[src/rtl/out_vc_status_pkg.sv]
// -----------------------------------------------------------------------------
// out_vc_status_pkg
// Shared definitions for the output-VC status tracker:
//   OVC_V          - VCs per output port (default 4)
//   OVC_BUF_DEPTH  - flit slots per downstream input VC (default 4)
//   ovc_state_e    - per-VC FSM encoding (IDLE=0, ACTIVE=1, DRAIN=2)
// -----------------------------------------------------------------------------
package out_vc_status_pkg;

  localparam int OVC_V         = 4;
  localparam int OVC_BUF_DEPTH = 4;

  typedef enum logic [1:0] {
    OVC_IDLE   = 2'd0,
    OVC_ACTIVE = 2'd1,
    OVC_DRAIN  = 2'd2
  } ovc_state_e;

endpackage : out_vc_status_pkg

[src/rtl/out_vc_status_slot.sv]
// -----------------------------------------------------------------------------
// out_vc_status_slot (ovc_slot)
// One output VC: a 3-state FSM (IDLE/ACTIVE/DRAIN) plus a downstream credit
// counter.
// Ports:
//   clk, rst     - clock, synchronous active-high reset
//   grant_i      - VC allocator granted this VC this cycle
//   flit_i       - a flit for this VC leaves the port this cycle
//   tail_i       - the departing flit is a tail (qualifies flit_i)
//   credit_i     - a credit for this VC returns this cycle
//   avail_o      - registered: VC is IDLE
//   nonzero_o    - registered: credit count > 0
//   cnt_o        - registered credit count
//   err_o        - combinational pulse: protocol violation this cycle
// -----------------------------------------------------------------------------
module ovc_slot
  import out_vc_status_pkg::*;
#(
  parameter int DEPTH = OVC_BUF_DEPTH,
  parameter int CW    = $clog2(DEPTH + 1)
) (
  input  logic          clk,
  input  logic          rst,
  input  logic          grant_i,
  input  logic          flit_i,
  input  logic          tail_i,
  input  logic          credit_i,
  output logic          avail_o,
  output logic          nonzero_o,
  output logic [CW-1:0] cnt_o,
  output logic          err_o
);

  localparam logic [CW-1:0] FULL = CW'(DEPTH);

  ovc_state_e    state_q, state_d;
  logic [CW-1:0] cnt_q, cnt_d;
  logic          avail_q, avail_d;
  logic          nonzero_q, nonzero_d;

  logic flit_ok;
  logic flit_err;
  logic grant_err;
  logic cred_over;

  always_comb begin
    // A flit is only legal on an ACTIVE VC that still holds a credit.
    flit_ok   = flit_i && (state_q == OVC_ACTIVE) && (cnt_q != '0);
    flit_err  = flit_i && !flit_ok;
    grant_err = grant_i && (state_q != OVC_IDLE);
    // The count can only overflow when it is already full and no legal flit
    // consumes a slot in the same cycle.
    cred_over = credit_i && (cnt_q == FULL) && !flit_ok;

    cnt_d = cnt_q;
    if (flit_ok)               cnt_d = cnt_d - CW'(1);
    if (credit_i && !cred_over) cnt_d = cnt_d + CW'(1);

    state_d = state_q;
    unique case (state_q)
      OVC_IDLE: begin
        if (grant_i) state_d = OVC_ACTIVE;
      end
      OVC_ACTIVE: begin
        // A tail that coincides with a credit returning the count to full
        // skips DRAIN entirely.
        if (flit_ok && tail_i) state_d = (cnt_d == FULL) ? OVC_IDLE : OVC_DRAIN;
      end
      OVC_DRAIN: begin
        if (cnt_d == FULL) state_d = OVC_IDLE;
      end
      default: state_d = OVC_IDLE;
    endcase

    avail_d   = (state_d == OVC_IDLE);
    nonzero_d = (cnt_d != '0);
    err_o     = grant_err | flit_err | cred_over;
  end

  always_ff @(posedge clk) begin
    if (rst) begin
      state_q   <= OVC_IDLE;
      cnt_q     <= FULL;
      avail_q   <= 1'b1;
      nonzero_q <= 1'b1;
    end else begin
      state_q   <= state_d;
      cnt_q     <= cnt_d;
      avail_q   <= avail_d;
      nonzero_q <= nonzero_d;
    end
  end

  assign avail_o   = avail_q;
  assign nonzero_o = nonzero_q;
  assign cnt_o     = cnt_q;

endmodule : ovc_slot

[src/rtl/out_vc_status.sv]
// -----------------------------------------------------------------------------
// out_vc_status
// Per-output-port tracker of output-VC state and downstream credits.
// Ports:
//   clk, rst              - clock, synchronous active-high reset
//   outVCAvailableReset   - one-hot grant vector from the VC allocator
//   flit_valid/vc/is_tail - flit departure on this port
//   credit_valid/vc       - credit returned from downstream
//   outVCAvailable        - registered, bit v set iff VC v is IDLE
//   creditNonZero         - registered, bit v set iff credit[v] > 0
//   creditCount           - credit[v] at [v*CW +: CW]
//   protocolErr           - sticky protocol-violation flag (cleared by rst)
// -----------------------------------------------------------------------------
module out_vc_status
  import out_vc_status_pkg::*;
#(
  parameter int V     = OVC_V,
  parameter int DEPTH = OVC_BUF_DEPTH,
  parameter int CW    = $clog2(DEPTH + 1),
  parameter int VW    = (V > 1) ? $clog2(V) : 1
) (
  input  logic            clk,
  input  logic            rst,
  input  logic [V-1:0]    outVCAvailableReset,
  input  logic            flit_valid,
  input  logic [VW-1:0]   flit_vc,
  input  logic            flit_is_tail,
  input  logic            credit_valid,
  input  logic [VW-1:0]   credit_vc,
  output logic [V-1:0]    outVCAvailable,
  output logic [V-1:0]    creditNonZero,
  output logic [V*CW-1:0] creditCount,
  output logic            protocolErr
);

  logic [V-1:0] flit_dec;
  logic [V-1:0] credit_dec;
  logic [V-1:0] err_vec;
  logic         protocol_err_q, protocol_err_d;

  always_comb begin
    flit_dec   = '0;
    credit_dec = '0;
    // Out-of-range VC indices (only possible when V is not a power of two)
    // decode to nothing.
    if (flit_valid && (int'(flit_vc) < V))     flit_dec[flit_vc]     = 1'b1;
    if (credit_valid && (int'(credit_vc) < V)) credit_dec[credit_vc] = 1'b1;
    protocol_err_d = protocol_err_q | (|err_vec);
  end

  for (genvar v = 0; v < V; v++) begin : g_slot
    ovc_slot #(
      .DEPTH (DEPTH),
      .CW    (CW)
    ) u_slot (
      .clk       (clk),
      .rst       (rst),
      .grant_i   (outVCAvailableReset[v]),
      .flit_i    (flit_dec[v]),
      .tail_i    (flit_is_tail),
      .credit_i  (credit_dec[v]),
      .avail_o   (outVCAvailable[v]),
      .nonzero_o (creditNonZero[v]),
      .cnt_o     (creditCount[v*CW +: CW]),
      .err_o     (err_vec[v])
    );
  end

  always_ff @(posedge clk) begin
    if (rst) protocol_err_q <= 1'b0;
    else     protocol_err_q <= protocol_err_d;
  end

  assign protocolErr = protocol_err_q;

endmodule : out_vc_status

[config.mk]
export PLATFORM = sky130hd
export DESIGN_NAME = out_vc_status
export DESIGN_NICKNAME = d
export VERILOG_FILES = /design/src/rtl/out_vc_status_pkg.sv /design/src/rtl/out_vc_status_slot.sv /design/src/rtl/out_vc_status.sv
export SDC_FILE = /design/constraint.sdc
export NUM_CORES = 1
export LEC_CHECK = 0
export ABC_AREA = 1
export CAP_MARGIN = 15
export CORE_MARGIN = 3
export CORE_UTILIZATION = 48
export DETAILED_ROUTE_END_ITERATION = 16
export PLACE_DENSITY = 0.73
export RECOVER_POWER = 50
export SYNTH_ARGS = -nofsm -noshare
export SYNTH_HDL_FRONTEND = slang
export SYNTH_SLANG_ARGS = --single-unit
[constraint.sdc]
create_clock -name clk -period 2.1 [get_ports clk]
set_clock_uncertainty 0.2 [all_clocks]
set_input_delay 0.42 -clock clk [delete_from_list [all_inputs] [get_ports clk]]
set_output_delay 0.42 -clock clk [all_outputs]
set_load 0.01 [all_outputs]
==> results.md <==
* Status: complete, no violations
* CTS Root Cell: clkbuf_8
* Die W at 70.86 um
* Die height at between 70 and 80 um
* Max Freq at 492.3 MHz
* VDD IR-drop max at 0.0003081 V
* Hold WS at around 0.29 ns
* Drt first pass iters at 4
* Post-synth net total at approximately 340
* Share of layout cells above drive strength 1 at 0.3199
* HP Class: flop to flop
* Initial DRC Count at ~130
* Routed wire length per instance at between 10 and 15 um
* Post-Syn Area at between 2000 and 2500 um^2
* Initial antenna violation count at 0
* N_diodes at 0
* Count of nets after finishing at between 400 and 500
* Final Cell Area at between 2000 and 3000 um^2
* Worst Path Required at roughly 2.1 ns
* Gpl congestion at ~0.88
* Setup violators final at 0
* Netlist cell types at 28
* Setup crit start kind: flop
* Initial Utilization at 0.5240
* Pwr/cell area at approximately 510 nW/um^2
* Worst-path clk slew at approximately 0.07 ns
* Crit path capture type: flop
* IO Port Bufs at 33
* Seq/Total Area, Yosys at 0.2875
* Largest net degree at the start of global routing at 9
* Worst setup path class: flop to flop
* First-pass GRT wire length at 8.466 mm
* DRT antenna net count at 0
* CTS tree: done
* IO Pins at 34
* Synth-to-Final Area Change at 45.17%
* Number of global-route vias before repair at between 2000 and 2500
* Filler Cells Inserted at ~310
* Die area at between 5000 and 6000 um^2
* Critical path arrival at around 2.1 ns
* Leakage power total at about 1.5 nW
* Worst-margin pin slew at 0.3771 ns
* Post-DP Area at around 2700 um^2
* Area leader, netlist: dfxtp_1
* GRT overflow at 0
* Num CTS Buffers at 5
* Row count at 22
* Fin. Hold Viols at 0
* Cell count after synthesis at 314
* CTS H-tree lvls at 2
* Max_slew headroom at 0.7471
* Slew Limit Fails at 0
* Period minus WS final at 2.031 ns
* Number of vias per cell at ~4.9
* Vias at between 2000 and 2500
* WL final at approximately 5.2 mm
* Clock Sinks at 29
* Max Cap Viol at 0
* Power Total at ~1.5 mW
* Gr usage total at 0.2056
* Worst Path Max Fanout at 4
* YS warnings at 0
* #FFs+latches synth at 29
* Hpwl dp at roughly 3.9 mm
* Synth top area cells: dfxtp_1, nand2_1, inv_1, ha_1, nand3_1
* Post-synth top area share at 0.2875
* Worst skew pair latency at 0.28 ns
* Avg Inst Size Synth at 6.431 um^2
* DRC viols at 0
* Hold buffers post-CTS at 0
* Clk buf depth at 2
* Fin crit share at 0.9673
* Placeable Area at 3854 um^2
## state kept, by name, summed over array words and instances (netlist names)
| register | flops |
|---|---|
| g_slot.u_slot.cnt_o | 12 |
| g_slot.u_slot.state_q | 8 |
| g_slot.u_slot.avail_o | 4 |
| g_slot.u_slot.nonzero_o | 4 |
| protocolErr | 1 |
## through the flow
| stage | TNS (ns) | std cells | worst slack, ns | utilization |
|---|---|---|---|---|
| after CTS | 0 | 443 | 0.008502 | 0.7334 |
| after detailed placement | -8.524 | 431 | -0.5129 | 0.6997 |
| after global routing | -0.05441 | 445 | -0.03181 | 0.7607 |
| after floorplan | -0.007543 | 314 | -0.007543 | - |
| after global placement | -7.700 | 431 | -0.4472 | 0.6997 |
| final | 0 | 445 | 0.06873 | 0.7607 |
## routing by layer
layer	vias up	track usage	wire [um]
met5	-	0	0
li1	1138	-	-
met4	0	0.06263	110
met2	51	0.3666	2540
met3	16	0.05256	236
met1	954	0.2405	2265
## critical path, stage by stage, from the launching register on
cell	delay, ns
dfxtp_2	0.34
inv_1	0.05
ha_2	0.19
nand2_2	0.09
nand2_2	0.09
nor2_4	0.13
nand2_1	0.08
nand2_2	0.07
ha_1	0.24
nand3_2	0.08
nand2_1	0.07
nor2_2	0.16
nand2_1	0.09
a21oi_2	0.11
## worst paths after layout
check	startpoint	end	slack (ns)	depth (start not counted)
max	g_slot[2].u_slot.cnt_o[0]$_SDFF_PP0_	g_slot[2].u_slot.avail_o$_SDFF_PP1_	0.07	13
min reg2reg	protocolErr$_SDFF_PP0_	protocolErr$_SDFF_PP0_	0.29	2
min	protocolErr$_SDFF_PP0_	protocolErr$_SDFF_PP0_	0.29	2
max reg2reg	g_slot[2].u_slot.cnt_o[0]$_SDFF_PP0_	g_slot[2].u_slot.avail_o$_SDFF_PP1_	0.07	13
## placed cells by master (no fill, tap or decap), types with 4 or more instances in the layout
| cell type | Yosys | final |
|---|---|---|
| nand3_2 | 3 | 8 |
| nand3_1 | 22 | 17 |
| ha_1 | 12 | 8 |
| nand2_2 | 9 | 19 |
| nor2_4 | 2 | 8 |
| a21oi_2 | 2 | 4 |
| clkbuf_8 | 0 | 5 |
| buf_4 | 8 | 52 |
| clkdlybuf4s50_1 | 0 | 23 |
| nor2_2 | 10 | 11 |
| nor2_1 | 25 | 18 |
| o21ai_0 | 7 | 7 |
| dfxtp_1 | 29 | 22 |
| inv_1 | 46 | 43 |
| a21oi_1 | 17 | 15 |
| dlygate4sd3_1 | 0 | 7 |
| nand2_1 | 99 | 89 |
| dfxtp_2 | 0 | 7 |
## cells in the mapped netlist
cell / n
nand3_2: 3
inv_1: 46
nand2_4: 3
a21boi_0: 1
ha_1: 12
buf_1: 1
a211oi_1: 1
o21ai_0: 7
nor2_1: 25
nor3b_1: 1
buf_4: 8
o211ai_1: 1
nand2_1: 99
nor2_2: 10
xor2_1: 3
a31oi_1: 2
and2_1: 1
nand3b_1: 1
a22oi_1: 3
nand3_1: 22
a21boi_1: 2
nand2_2: 9
a21oi_2: 2
a21oi_1: 17
dfxtp_1: 29
o21ai_1: 2
clkbuf_1: 1
nor2_4: 2
## area by class of cell
cell class	count	area, um^2	share of cell area
sequential	29	589.3	0.2010
timing repair buffer	85	705.7	0.2407
tap	48	60.06	0.02049
inverter	46	172.7	0.05890
clock buffer	8	80.08	0.02732
multi-input combinational	229	1324	0.4516
## logic make-up (layout without fill, tap and decap cells)
kind of cell | after synthesis | after routing | synth area share
adders and majority gates | 12 | 12 | 0.07435
and+or+nand+nor | 176 | 176 | 0.3972
AOI/OAI and AO/OA | 38 | 38 | 0.1090
buffers and inverters | 56 | 139 | 0.1190
xor gates and xnor gates | 3 | 3 | 0.01301
DFF | 29 | 29 | 0.2875
## where the power goes
group | internal (mW) | switching, mW
Sequential | 0.583 | 0.0176
Combinational | 0.206 | 0.233
Clock | 0.235 | 0.206
## timing repair
| item | 4_1_cts | 5_1_grt |
|---|---|---|
| setup endpoints to repair | 18 | 17 |
| pin swaps | 5 | 20 |
| resized for setup | 11 | 41 |
| setup buffers | 4 | 2 |
(Power assumes the default switching activity.)
